## config.mk

```make
export PLATFORM = sky130hd
export DESIGN_NAME = abro_multi
export DESIGN_NICKNAME = d
export VERILOG_FILES = /design/src/rtl/abro_multi.sv
export SDC_FILE = /design/constraint.sdc
export NUM_CORES = 1
export LEC_CHECK = 0
export ABC_CLOCK_PERIOD_IN_PS = 3000
export CAP_MARGIN = 0
export CORE_MARGIN = 4
export CORE_UTILIZATION = 40
export DETAILED_ROUTE_END_ITERATION = 6
export MAX_ROUTING_LAYER = met4
export PLACE_DENSITY = 0.74
export RECOVER_POWER = 100
export SYNTH_ARGS = -nofsm -noshare
export SYNTH_HDL_FRONTEND = slang
export SYNTH_SLANG_ARGS = --single-unit
```

## constraint.sdc

```tcl
create_clock -name clk -period 3 [get_ports clk]
set_input_delay 0.45 -clock clk [delete_from_list [all_inputs] [get_ports clk]]
set_output_delay 0.45 -clock clk [all_outputs]
set_load 0.02 [all_outputs]
```

## src/rtl/abro_multi.sv

```systemverilog
// ---------------------------------------------------------------------------
// abro_multi : parametrised ABRO-style sequence detector.
//
// Watches N event inputs and raises a one-cycle completion pulse on `o` once
// every input has been seen. Events are accepted in any order (ORDERED=0) or
// strictly in index order 0..N-1 (ORDERED=1). After the pulse the block holds
// until restart `r`. With TIMEOUT>0, a partially collected set that sees no
// new event for TIMEOUT cycles drops into a sticky FAULT state.
//
// Ports:
//   clk        in   1      rising-edge clock
//   reset      in   1      asynchronous, active-high reset
//   ev         in   N      event inputs, sampled every rising edge
//   r          in   1      synchronous restart, highest priority
//   o          out  1      completion pulse (state == EMIT)
//   state      out  2      FSM state: COLLECT=0, EMIT=1, HOLD=2, FAULT=3
//   seen       out  N      bitmap of accepted events
//   fault      out  1      high while in FAULT
//   done_count out  CNT_W  completions, modulo 2^CNT_W
// ---------------------------------------------------------------------------
module abro_multi #(
  parameter int N       = 4,
  parameter int ORDERED = 0,
  parameter int TIMEOUT = 0,
  parameter int CNT_W   = 8
) (
  input  logic             clk,
  input  logic             reset,
  input  logic [N-1:0]     ev,
  input  logic             r,
  output logic             o,
  output logic [1:0]       state,
  output logic [N-1:0]     seen,
  output logic             fault,
  output logic [CNT_W-1:0] done_count
);

  localparam logic [1:0] S_COLLECT = 2'd0;
  localparam logic [1:0] S_EMIT    = 2'd1;
  localparam logic [1:0] S_HOLD    = 2'd2;
  localparam logic [1:0] S_FAULT   = 2'd3;

  // Timer keeps at least one bit so the design elaborates with TIMEOUT=0.
  localparam int TW = (TIMEOUT > 0) ? $clog2(TIMEOUT + 1) : 1;
  localparam logic [TW:0]    TO_LIM   = TIMEOUT[TW:0];
  localparam logic [N-1:0]   ALL_ONES = '1;

  logic [1:0]       state_q, state_d;
  logic [N-1:0]     seen_q, seen_d;
  logic [TW-1:0]    timer_q, timer_d;
  logic [CNT_W-1:0] count_q, count_d;

  logic [N-1:0] next_bit;
  logic [N-1:0] accept;
  logic [N-1:0] seen_grow;
  logic [TW:0]  timer_inc;

  // In ordered mode seen is a contiguous run of low ones, so the lowest
  // clear bit (bit k = popcount(seen)) is the only one that may advance.
  assign next_bit  = ~seen_q & (seen_q + N'(1));
  assign accept    = (ORDERED != 0) ? (ev & next_bit) : (ev & ~seen_q);
  assign seen_grow = seen_q | accept;
  assign timer_inc = {1'b0, timer_q} + (TW + 1)'(1);

  always_comb begin
    state_d = state_q;
    seen_d  = seen_q;
    timer_d = timer_q;
    count_d = count_q;
    if (r) begin
      state_d = S_COLLECT;
      seen_d  = '0;
      timer_d = '0;
    end else begin
      case (state_q)
        S_COLLECT: begin
          seen_d = seen_grow;
          // Completion is checked first so it beats a coincident timeout.
          if (seen_grow == ALL_ONES) begin
            state_d = S_EMIT;
            count_d = count_q + CNT_W'(1);
            timer_d = '0;
          end else if (TIMEOUT > 0) begin
            // Repeats of already-set bits are not in accept, so they do
            // not restart the inactivity timer.
            if ((accept != '0) || (seen_q == '0)) begin
              timer_d = '0;
            end else begin
              timer_d = timer_inc[TW-1:0];
              if (timer_inc == TO_LIM) begin
                state_d = S_FAULT;
              end
            end
          end
        end
        S_EMIT:  state_d = S_HOLD;
        default: ; // HOLD and FAULT wait for r; ev is ignored.
      endcase
    end
  end

  always_ff @(posedge clk or posedge reset) begin
    if (reset) begin
      state_q <= S_COLLECT;
      seen_q  <= '0;
      timer_q <= '0;
      count_q <= '0;
    end else begin
      state_q <= state_d;
      seen_q  <= seen_d;
      timer_q <= timer_d;
      count_q <= count_d;
    end
  end

  assign o          = (state_q == S_EMIT);
  assign fault      = (state_q == S_FAULT);
  assign state      = state_q;
  assign seen       = seen_q;
  assign done_count = count_q;

endmodule

```

==> results.json, run 1 <==
{
  "yosysMostFrequentCell": "dfrtp_1",
  "synthMuxAreaShare": 0.0185,
  "worstPathCellList": "and2_1 -> dlygate4sd3_1",
  "crit_start": "state[1]$_DFFE_PP0P_",
  "cts_tree": "done",
  "path_max_fanout": 4,
  "setup_tns_ps": 0,
  "post-cts-setup-buffer-count": 0,
  "grt_pass1_wl_um": 2010,
  "drt.antenna.violating_nets": 0,
  "async_reset_ff_frac": 1.00,
  "yosys.area.top_type": "dfrtp_1",
  "worst_pin_slew_ps": 532,
  "ir_drop_mv": 0.546,
  "synthToLayoutAreaGrowth_pct": 44.4,
  "holdPathStages": 1,
  "arrival_ps": 1540,
  "finalSetupViolations": 0,
  "avgSynthCellArea_um2": 11.9,
  "p_leak_uw": 0.000447,
  "viasPerCell": 5.20,
  "synthSimpleGateAreaFrac": 0.198,
  "grt_overflow_total": 0,
  "clockBufferDepth": 2,
  "timing.final.crit_share": 0.663,
  "clkSinkCount": 14,
  "drive_gt1_frac": 0.0789,
  "reg2reg_depth": 3,
  "synth_edf_count": 0,
  "synth.net_count": 59,
  "seq_area_frac_synth": 0.576,
  "synth_area_um2": 608,
  "grt_usage": 0.140,
  "finalPower_uw": 568,
  "fin_skew_ps": 1.52,
  "num_io_pins": 23,
  "gp_congestion": 0.782,
  "drtIter0Drc": 8,
  "netlist_top_cells_count": "dfrtp_1, nor2_1, xnor2_1, a21oi_1",
  "regToRegSetupSlack_ps": 1420,
  "ys_ff_latch": 14,
  "cts_root_buffer": "clkbuf_4",
  "coreArea_um2": 1370,
  "regToRegStartpoint": "state[0]$_DFFE_PP0P_",
  "yosys_most_used_dff": "dfrtp_1",
  "max_cap_violations": 0,
  "max_freq_mhz": 503,
  "min_from": "done_count[7]$_DFFE_PP0P_",
  "report.final.slew_viol_count": 0,
  "insertion_delay_ps": 280,
  "regToRegEndpoint": "done_count[1]$_DFFE_PP0P_",
  "nets": 85,
  "wl_um": 1210,
  "cts_inserted_buffers": 3,
  "cpMaxStageDelayCell": "dlygate4sd3_1",
  "initial_core_util": 0.445,
  "synthAdderAreaFrac": 0.0206,
  "syn_inst": 51,
  "slowest_delay_ps": 670,
  "ctsResizeCount": 0,
  "wire_per_inst_um": 13.3,
  "route.detailed.drc": 0,
  "cp.required_ps": 2550,
  "pwr-share-seq": 0.458,
  "clockPowerShare": 0.234,
  "critPathLaunchType": "flip-flop",
  "final_util": 0.643,
  "internal-power_uw": 379,
  "antenna_cells": 0,
  "synth_cell_types": 19,
  "synth_top_family_by_area": "simple AND/OR/NAND/NOR gates",
  "p_sw_frac": 0.334,
  "antenna_found_initial": 0,
  "row_count": 13,
  "p_switching_uw": 190,
  "hp-class": "reg2reg",
  "fp.dieW_um": 47.0,
  "holdWs_ps": 463,
  "port_buffers": 22,
  "hold_viol_final": 0,
  "path_class": "reg2out",
  "synth_top_area_frac": 0.576,
  "min_to": "done_count[7]$_DFFE_PP0P_",
  "drtPass1Iterations": 2,
  "critPathCaptureType": "output port",
  "dieArea_um2": 2210,
  "synth_compound_area_frac": 0.0658,
  "die_y_um": 47.0,
  "synthTopCellsByArea": "dfrtp_1, xnor2_1, nor4b_4, a21oi_1, and3_1",
  "grt_max_degree": 15,
  "synth-xor-area-share": 0.101,
  "slew_headroom": 0.644,
  "grt_pass1_vias": 446,
  "min_period_ps": 1990,
  "rsz0062_at_grt": "false",
  "cts_hold_buf": 0,
  "powerDensity_nw_per_um2": 647,
  "htreeDepth": 1,
  "vias": 473,
  "yosys_warnings": 0,
  "status": "finished clean",
  "clk_pin_slew_ps": 80,
  "hpwlAfterDp_um": 906,
  "combPwrFrac": 0.308
}
stage by stage:
stage	setup slack, ps	instance area (um^2)	cells
after global routing	923	878	91
final	1010	878	91
after floorplan	1480	608	51
after global placement	982	842	87
after CTS	1060	878	91
after detailed placement	878	842	87
worst max-delay path, delay by kind of cell, from the launching register on:
family | cells | cell delay (ps)
buf+inv | 1 | 670
flops | 1 | 420
simple gates | 1 | 170
registers in the layout (all words and copies together), names as in the netlist:
| name | count |
|---|---|
| seen | 4 |
| done_count | 8 |
| state | 2 |
how the worst max path moves through the flow:
stage	depth (start not counted)	endpoint	slack, ps
final	2	fault	1010
after global routing	2	fault	920
after CTS	2	fault	1060
after detailed placement	3	done_count[1]$_DFFE_PP0P_	880
after global placement	3	done_count[1]$_DFFE_PP0P_	980
after floorplan	3	done_count[1]$_DFFE_PP0P_	1480
layout by cell type (no fill, tap or decap):
| master | n |
|---|---|
| inv_1 | 2 |
| clkbuf_8 | 1 |
| a21o_1 | 1 |
| ha_1 | 1 |
| and3_1 | 3 |
| xnor2_1 | 5 |
| nor2_4 | 1 |
| nand2_1 | 2 |
| dlygate4sd3_1 | 18 |
| xor2_1 | 2 |
| nor2_1 | 5 |
| mux2_1 | 1 |
| nor2b_1 | 1 |
| nand4_1 | 3 |
| and4_1 | 1 |
| nor4b_4 | 1 |
| clkdlybuf4s50_1 | 4 |
| a21oi_1 | 4 |
| clkbuf_4 | 3 |
| and2_1 | 1 |
| dfrtp_1 | 14 |
| o22ai_1 | 2 |
final cells by class:
class	count	area, um^2
repair buffers	22	220
multi-input cells	34	245
inverters	2	7.51
well taps	15	18.8
fillers	116	488
flip-flops and latches	14	350
clock buffers	4	36.3
cells by family after synthesis:
group,Yosys count
AND/OR/NAND/NOR,18
multiplexers,1
XOR/XNOR,7
flip-flops,14
buffers and inverters,3
adder cells (fa/ha/maj),1
AO/OA/AOI/OAI,7
per-layer routing:
| layer | wire length (um) | track usage | vias up |
|---|---|---|---|
| met5 | 0 | - | - |
| li1 | - | - | 228 |
| met3 | 58 | 0.0575 | 4 |
| met1 | 556 | 0.183 | 228 |
| met2 | 574 | 0.187 | 13 |
| met4 | 25 | 0.0663 | 0 |
power groups by stage:
stage	sequential [uW]	combinational (uW)	clock, uW
floorplan	300	56.8	0
global placement	264	185	0
detailed placement	265	189	0
CTS	262	191	138
global route	268	192	153
finish	260	175	133
No activity file was read; power rests on OpenSTA's default activity.
==> run 2: changes to the inputs <==
ABC_CLOCK_PERIOD_IN_PS = 1950   (was 3000)
clock period = 1.95 ns   (was 3 ns; I/O delays follow)
==> results.json, run 2 (same netlist as run 1, synthesis figures left out) <==
{
  "status": "finished clean",
  "gp_congestion": 0.786,
  "htreeDepth": 1,
  "ff_latch_area_um2": 350,
  "ir_drop_mv": 0.662,
  "final_common_cell": "dlygate4sd3_1",
  "grt_pass1_vias": 466,
  "most-common-layout-cells": "dlygate4sd3_1, dfrtp_1, nor2_1, xnor2_1",
  "cts_inserted_buffers": 3,
  "critPathCaptureType": "output port",
  "regToRegStartpoint": "state[0]$_DFFE_PP0P_",
  "antenna_cells": 0,
  "grt_pass1_wl_um": 2100,
  "fillers": 124,
  "cts_tree": "done",
  "cp.required_ps": 1660,
  "powerDensity_nw_per_um2": 1010,
  "report.final.slew_viol_count": 0,
  "max_cap_violations": 0,
  "drtPass1Iterations": 4,
  "post-cts-setup-buffer-count": 0,
  "clkSinkCount": 14,
  "min_period_ps": 1800,
  "path_max_fanout": 4,
  "drive_gt1_frac": 0.0641,
  "cpMaxStageDelayCell": "dlygate4sd3_1",
  "row_count": 13,
  "instances_no_fill": 93,
  "regToRegSetupSlack_ps": 250,
  "p_switching_uw": 295,
  "dp.cells": 89,
  "finalSetupViolations": 0,
  "fp.dieW_um": 47.0,
  "viasPerCell": 4.89,
  "ctsResizeCount": 0,
  "crit_start": "state[1]$_DFFE_PP0P_",
  "crit_cells": 2,
  "cts_hold_buf": 0,
  "port_buffers": 22,
  "setup_tns_ps": 0,
  "max_freq_mhz": 556,
  "worstPathCellList": "and2_1 -> dlygate4sd3_1",
  "grt_overflow_total": 0,
  "clockPowerShare": 0.240,
  "hold_viol_final": 0,
  "dp_slack_ps": 160,
  "synthToLayoutAreaGrowth_pct": 42.2,
  "dieArea_um2": 2210,
  "internal-power_uw": 579,
  "p_leak_uw": 0.000441,
  "hp-class": "in2async",
  "grt_max_degree": 15,
  "multiInputGateArea_um2": 223,
  "drtIter0Drc": 7,
  "critPathLaunchType": "flip-flop",
  "worst_pin_slew_ps": 503,
  "num_io_pins": 23,
  "antenna_found_initial": 0,
  "reg2reg_depth": 4,
  "p_sw_frac": 0.338,
  "crit_family": "buffers and inverters",
  "arrival_ps": 1510,
  "combPwrFrac": 0.302,
  "clk_pin_slew_ps": 90,
  "hpwlAfterDp_um": 933,
  "route.detailed.drc": 0,
  "drt.antenna.violating_nets": 0,
  "final_util": 0.633,
  "fin_ws_ps": 151,
  "wl_um": 1240,
  "wire_per_inst_um": 13.3,
  "path_buf_inv": 1,
  "fin_skew_ps": 2.68,
  "clockBufferDepth": 2,
  "slew_headroom": 0.664,
  "rsz0062_at_grt": "false",
  "coreArea_um2": 1370,
  "path_class": "reg2out",
  "largest_register_ffs": 8,
  "nets": 87,
  "cts_root_buffer": "clkbuf_4",
  "insertion_delay_ps": 280,
  "vias": 455,
  "initial_core_util": 0.445,
  "slowest_delay_ps": 650,
  "regToRegEndpoint": "done_count[1]$_DFFE_PP0P_",
  "die_y_um": 47.0,
  "timing.final.crit_share": 0.922,
  "pwr-share-seq": 0.458,
  "grt_usage": 0.145
}
[run 2: cell count changes in the layout (fill, tap and decap cells not counted), sizes merged]
cell    previous run  this run
clkbuf             4         6
[run 2: metrics by stage]
stage          cell area, um^2  power, uW  hold WS (ps)
3_5_place_dp               857        703           464
3_3_place_gp               857        693           459
5_1_grt                    865        935           486
4_1_cts                    893        917           350
6_report                   865        874           466
2_1_floorplan              608        549           182
[run 2: worst max path at each step]
stage	slack (ps)	endpoint
final	150	fault
after global routing	70	done_count[1]$_DFFE_PP0P_
after CTS	160	fault
after detailed placement	160	done_count[1]$_DFFE_PP0P_
after global placement	190	done_count[1]$_DFFE_PP0P_
after floorplan	430	done_count[1]$_DFFE_PP0P_
[run 2: final cells by class]
class                   instances  share of cell area
repair buffers                 24               0.265
flip-flops and latches         14               0.405
multi-input cells              34               0.258
inverters                       2             0.00868
clock buffers                   4              0.0420
well taps                      15              0.0217
[run 2: layer usage]
layer,global-route usage,part of all wire
met5,-,0
met4,0.0994,0.014
met3,0.0230,0.047
met2,0.211,0.47
met1,0.182,0.47
[run 2: power by group through the flow]
| stage | Combinational, uW | Clock (uW) | Sequential [uW] |
|---|---|---|---|
| finish | 264 | 210 | 400 |
| global placement | 287 | 0 | 406 |
| global route | 291 | 231 | 413 |
| CTS | 296 | 216 | 405 |
| floorplan | 87.4 | 0 | 462 |
| detailed placement | 294 | 0 | 410 |
==> edit 1 (config.mk and constraints of run 2) <==
Set the parameter `N` to 5 (it was 4).
--- a/src/rtl/abro_multi.sv
+++ b/src/rtl/abro_multi.sv
@@ -19,7 +19,7 @@
 //   done_count out  CNT_W  completions, modulo 2^CNT_W
 // ---------------------------------------------------------------------------
 module abro_multi #(
-  parameter int N       = 4,
+  parameter int N       = 5,
   parameter int ORDERED = 0,
   parameter int TIMEOUT = 0,
   parameter int CNT_W   = 8
Ports: changed (resized ev and seen); port bits go from 23 to 25. No check against the original RTL was run, so the function may have changed too.
==> edit 1 against run 2 <==
Global-route usage is 1.4 points lower; total power is 6.6% lower; synthesized area is 10% higher; sequential power is 1% lower; register-to-register slack worse by 30 ps; largest cell class unchanged; sequential cell count is 1 higher; count of clock-buffer cells in the layout stayed put; maximum frequency is 0.14% lower; setup slack worse by 2.6 ps; routed wire length is 13% higher; cell area is 8.7% higher; die area is 8.3% higher.
==> edit 1: results (changes against run 2) <==
\begin{tabular}{lr}
\hline
Metric & Value \\
\hline
\multicolumn{2}{l}{\textbf{Status}} \\
Run status & finished, final reports clean (unchanged) \\
\multicolumn{2}{l}{\textbf{Worst hold path}} \\
Worst hold path type & reg2reg (was in2async) \\
Min-Delay Startpoint & done\_count[7] \\
Capture endpoint of the worst hold path & done\_count[7] \\
\multicolumn{2}{l}{\textbf{CTS}} \\
Clock insertion delay at the later pin of the skew report & 280 ps (about the same) \\
Setup Fix Bufs, Post-CTS & 0 (unchanged) \\
Clock slew at the register clock pins of the worst setup and hold paths & 90 ps (about the same) \\
H-tree depth & 1 (unchanged) \\
Clock buffer count from CTS & 3 (unchanged) \\
CTS max path bufs & 2 (unchanged) \\
\multicolumn{2}{l}{\textbf{Timing}} \\
Worst rel slew slack & 62.1\% (was 66.4\%) \\
Worst hold slack after final layout & 464 ps (was 466 ps) \\
Setup skew after layout & 0.871 ps (was 2.68 ps) \\
Final setup violation count & 0 (unchanged) \\
\multicolumn{2}{l}{\textbf{Logic synthesis}} \\
Most instantiated cells after synthesis & 15 x dfrtp\_1, 9 x nor2\_1, 7 x xnor2\_1 (was 14 x dfrtp\_1, 5 x nor2\_1, 5 x xnor2\_1) \\
Post-Synthesis Net Count & 69 (was 59) \\
Distinct cell type count after synthesis & 20 (was 19) \\
Part of the Yosys area used for sequential elements & 56.1\% (was 57.6\%) \\
Ranking of synthesized cells by area & dfrtp\_1 56\%, xnor2\_1 9.2\%, nor2\_1 5.0\% (was dfrtp\_1 58\%, xnor2\_1 7.2\%, nor4b\_4 3.9\%) \\
Per-instance average area after synthesis & 11.2 sq um (was 11.9 sq um) \\
Fraction of synthesis flops using an asynchronous set or reset pin & 100\% (unchanged) \\
\multicolumn{2}{l}{\textbf{Global routing}} \\
Largest net degree at the start of global routing & 16 (was 15) \\
Total routing resource utilization after global routing & 13.1\% (was 14.5\%) \\
Global-route wire length before repair & 2420 um (was 2100 um) \\
Via count of the first global-routing pass & 564 (was 466) \\
\multicolumn{2}{l}{\textbf{Routing}} \\
Count of TritonRoute iterations in the first routing pass & 4 (unchanged) \\
Initial DRC count & 3 (was 7) \\
DR vias & 540 (was 455) \\
WL per Instance & 13.3 um (about the same) \\
\multicolumn{2}{l}{\textbf{Placed design}} \\
Setup Slack @ Placement & 251 ps (was 160 ps) \\
Placer congestion estimate & 0.739 (was 0.786) \\
HPWL after DPL & 1110 um (was 933 um) \\
Quantity of I/O buffers inserted on ports & 24 (was 22) \\
\multicolumn{2}{l}{\textbf{Power}} \\
Peak supply drop & 0.000749 V (was 0.000662 V) \\
Leak pwr & 0.461 nW (was 0.441 nW) \\
\multicolumn{2}{l}{\textbf{Setup path}} \\
Length in cells of the worst reg-to-reg path & 5 (was 4) \\
Crit-path leading delay family & buffers and inverters (unchanged) \\
Reg-to-reg slack, setup & 220 ps (was 250 ps) \\
Reg-to-Reg End & done\_count[7] (was done\_count[1]) \\
\multicolumn{2}{l}{\textbf{Layout}} \\
Post-layout net count & 99 (was 87) \\
Fraction of layout instances using a drive strength above 1 & 6.74\% (was 6.41\%) \\
\hline
\end{tabular}
[edit 1: final cells by class]
class,instances,area (sq um)
Clock buffer,4,26.3
Timing Repair Buffer,26,248
Tap cell,16,20.0
Fill cell,139,602
Multi-Input combinational cell,42,263
Sequential cell,15,375
Inverter,2,7.51
[edit 1: kinds of logic (layout without fill, tap and decap cells)]
kind of cell / after synthesis / in the layout / share of synthesized area (%)
simple gates: 26 / 26 / 23.4
flops: 15 / 15 / 56.1
compound gates: 7 / 7 / 5.42
xor+xnor: 7 / 7 / 9.16
buf+inv: 3 / 32 / 1.87
fa+ha+maj: 1 / 1 / 1.87
mux: 1 / 1 / 2.24
[edit 1: how the worst max path moves through the flow]
| stage | to | slack [ps] | startpoint |
|---|---|---|---|
| after floorplan | done_count[1] | 390 | state[0] |
| after global placement | done_count[7] | 250 | ev[1] |
| after detailed placement | done_count[5] | 250 | ev[1] |
| after CTS | fault | 190 | state[1] |
| after global routing | o | 70 | state[0] |
| final | fault | 150 | state[1] |
[edit 1: per-layer routing]
metal	track usage (%)	wire [um]
met5	-	0
met3	2.75	53
met4	5.38	23
met1	16.1	633
met2	20.7	689
[edit 1: metrics by stage]
| step | std cells | cell area (sq um) | total power, mW |
|---|---|---|---|
| 2_1_floorplan | 60 | 669 | 0.553 |
| 3_3_place_gp | 101 | 940 | 0.682 |
| 3_5_place_dp | 101 | 940 | 0.686 |
| 4_1_cts | 105 | 966 | 0.865 |
| 5_1_grt | 105 | 940 | 0.863 |
| 6_report | 105 | 940 | 0.817 |
[edit 1: worst reg2reg max path: stages, from the launching register on]
cell      delay (ps)
dfrtp_1          430
nor2_4           190
nor4b_1          430
clkbuf_1         270
nand4_1          160
xnor2_1          150
[edit 1: power breakdown]
group | switching, mW | internal [mW] | total, mW
registers | 0.0429 | 0.353 | 0.396
clock network | 0.0962 | 0.0793 | 0.176
logic | 0.131 | 0.114 | 0.245
==> edit 2 (config.mk and constraints of run 2) <==
Made on the original files. Make the reset (`reset`) synchronous in one clocked block. Comments in the files are not updated.
--- a/src/rtl/abro_multi.sv
+++ b/src/rtl/abro_multi.sv
@@ -99,7 +99,7 @@
     end
   end
 
-  always_ff @(posedge clk or posedge reset) begin
+  always_ff @(posedge clk) begin
     if (reset) begin
       state_q <= S_COLLECT;
       seen_q  <= '0;
Check against the original RTL: differs if reset is asserted again (counterexample within 4 cycles, from zero or initial values and one cycle with reset high); with reset held inactive, the same outputs for 10 cycles.
==> edit 2 against run 2 <==
Synthesized area rose by 8.8%; highest routed layer unchanged; routed wire length up 12%; via count rose by 35%; final cell count increased by 18%; sequential cell count stayed put; setup slack lost 9.5 ps; cell area is 4.6% higher.
Power is not compared: it rests on default switching activity, and its combinational part moved more than twofold at a synthesized area within 25%.
==> edit 2: results (changes against run 2) <==
\begin{tabular}{lr}
\hline
Metric & Value \\
\hline
\multicolumn{2}{l}{\textbf{Layout}} \\
Filler cell count in the final layout & 162 (was 124) \\
Post-layout net count & 103 (was 87) \\
Fraction of layout instances using a drive strength above 1 & 8.51\% (was 6.41\%) \\
\multicolumn{2}{l}{\textbf{Global routing}} \\
Total routing resource utilization after global routing & 12.7\% (was 14.5\%) \\
Largest net degree at the start of global routing & 17 (was 15) \\
Global-route wire length before repair & 2480 um (was 2100 um) \\
\multicolumn{2}{l}{\textbf{Worst hold path}} \\
Worst hold path type & reg2reg (was in2async) \\
\multicolumn{2}{l}{\textbf{Logic synthesis}} \\
Part of the Yosys area used for sequential elements & 42.3\% (was 57.6\%) \\
Post-Synthesis Net Count & 78 (was 59) \\
Ranking of synthesized cells by area & dfxtp\_1 42\%, a21oi\_1 8.3\%, o31ai\_1 7.9\% (was dfrtp\_1 58\%, xnor2\_1 7.2\%, nor4b\_4 3.9\%) \\
Most instantiated cells after synthesis & 14 x dfxtp\_1, 11 x a21oi\_1, 7 x o31ai\_1 (was 14 x dfrtp\_1, 5 x nor2\_1, 5 x xnor2\_1) \\
Distinct cell type count after synthesis & 25 (was 19) \\
Fraction of synthesis flops using an asynchronous set or reset pin & 0\% (was 100\%) \\
\multicolumn{2}{l}{\textbf{Routing}} \\
Count of TritonRoute iterations in the first routing pass & 3 (was 4) \\
WL per Instance & 12.6 um (was 13.3 um) \\
Initial DRC count & 3 (was 7) \\
DR vias & 614 (was 455) \\
\multicolumn{2}{l}{\textbf{Timing}} \\
Worst rel slew slack & 40.3\% (was 66.4\%) \\
\multicolumn{2}{l}{\textbf{Setup path}} \\
Reg-to-reg slack, setup & 270 ps (was 250 ps) \\
Reg-to-Reg End & done\_count[6] (was done\_count[1]) \\
Arrival time at the worst endpoint & 1520 ps \\
R2r startpoint & seen[2] (was state[0]) \\
\multicolumn{2}{l}{\textbf{Placed design}} \\
Placer congestion estimate & 0.760 (was 0.786) \\
Setup Slack @ Placement & 53.5 ps (was 160 ps) \\
HPWL after DPL & 1020 um (was 933 um) \\
\multicolumn{2}{l}{\textbf{Power}} \\
Leak pwr & 0.359 nW \\
\multicolumn{2}{l}{\textbf{Status}} \\
Run status & finished, final reports clean (unchanged) \\
\multicolumn{2}{l}{\textbf{CTS}} \\
CTS max path bufs & 2 (unchanged) \\
\hline
\end{tabular}
-- edit 2: layout make-up --
cell class | count | share of cell area [%]
Tap cell | 16 | 2.21
Clock buffer | 4 | 4.01
Sequential cell | 14 | 31.0
Multi-Input combinational cell | 52 | 37.2
Timing Repair Buffer | 24 | 25.6
-- edit 2: metrics by stage --
stage / hold slack (ps) / instances / area [sq um]
floorplan: 369 / 70 / 662
global placement: 472 / 106 / 882
detailed placement: 474 / 106 / 882
CTS: 488 / 110 / 918
global route: 516 / 110 / 905
finish: 478 / 110 / 905
-- edit 2: per-layer routing --
metal	track usage [%]	vias up	wire, um
met5	-	-	0
met3	3.37	2	77
li1	-	320	-
met1	14.4	277	636
met2	20.7	15	661
met4	5.83	0	10
-- edit 2: where the power goes --
| group | switching, mW | total [mW] | internal, mW |
|---|---|---|---|
| clock | 0.0933 | 0.207 | 0.113 |
| combinational | 0.0371 | 0.0658 | 0.0287 |
| sequential | 0.00496 | 0.296 | 0.291 |
-- edit 2: how the worst max path moves through the flow --
stage | start | end | slack [ps] | cells past startpoint
after global routing | state[0] | fault | 60 | 2
after floorplan | seen[2] | done_count[6] | 370 | 5
after CTS | state[0] | fault | 180 | 2
after detailed placement | ev[3] | done_count[6] | 50 | 5
after global placement | ev[3] | done_count[6] | 100 | 5
final | state[0] | fault | 140 | 2
-- edit 2: logic make-up (layout without fill, tap and decap cells) --
| logic type | after synthesis | count (layout) | share of synthesized area (%) |
|---|---|---|---|
| multiplexers | 1 | 1 | 1.70 |
| adder cells (fa/ha/maj) | 1 | 1 | 1.89 |
| buffers and inverters | 4 | 28 | 5.29 |
| AND/OR/NAND/NOR | 28 | 28 | 27.4 |
| AO/OA/AOI/OAI | 22 | 22 | 21.4 |
| flip-flops | 14 | 14 | 42.3 |
-- edit 2: worst max-delay path, stage by stage (launching register included) --
cell and delay (ps):
dfxtp_1 410, and2_1 160, dlygate4sd3_1 670
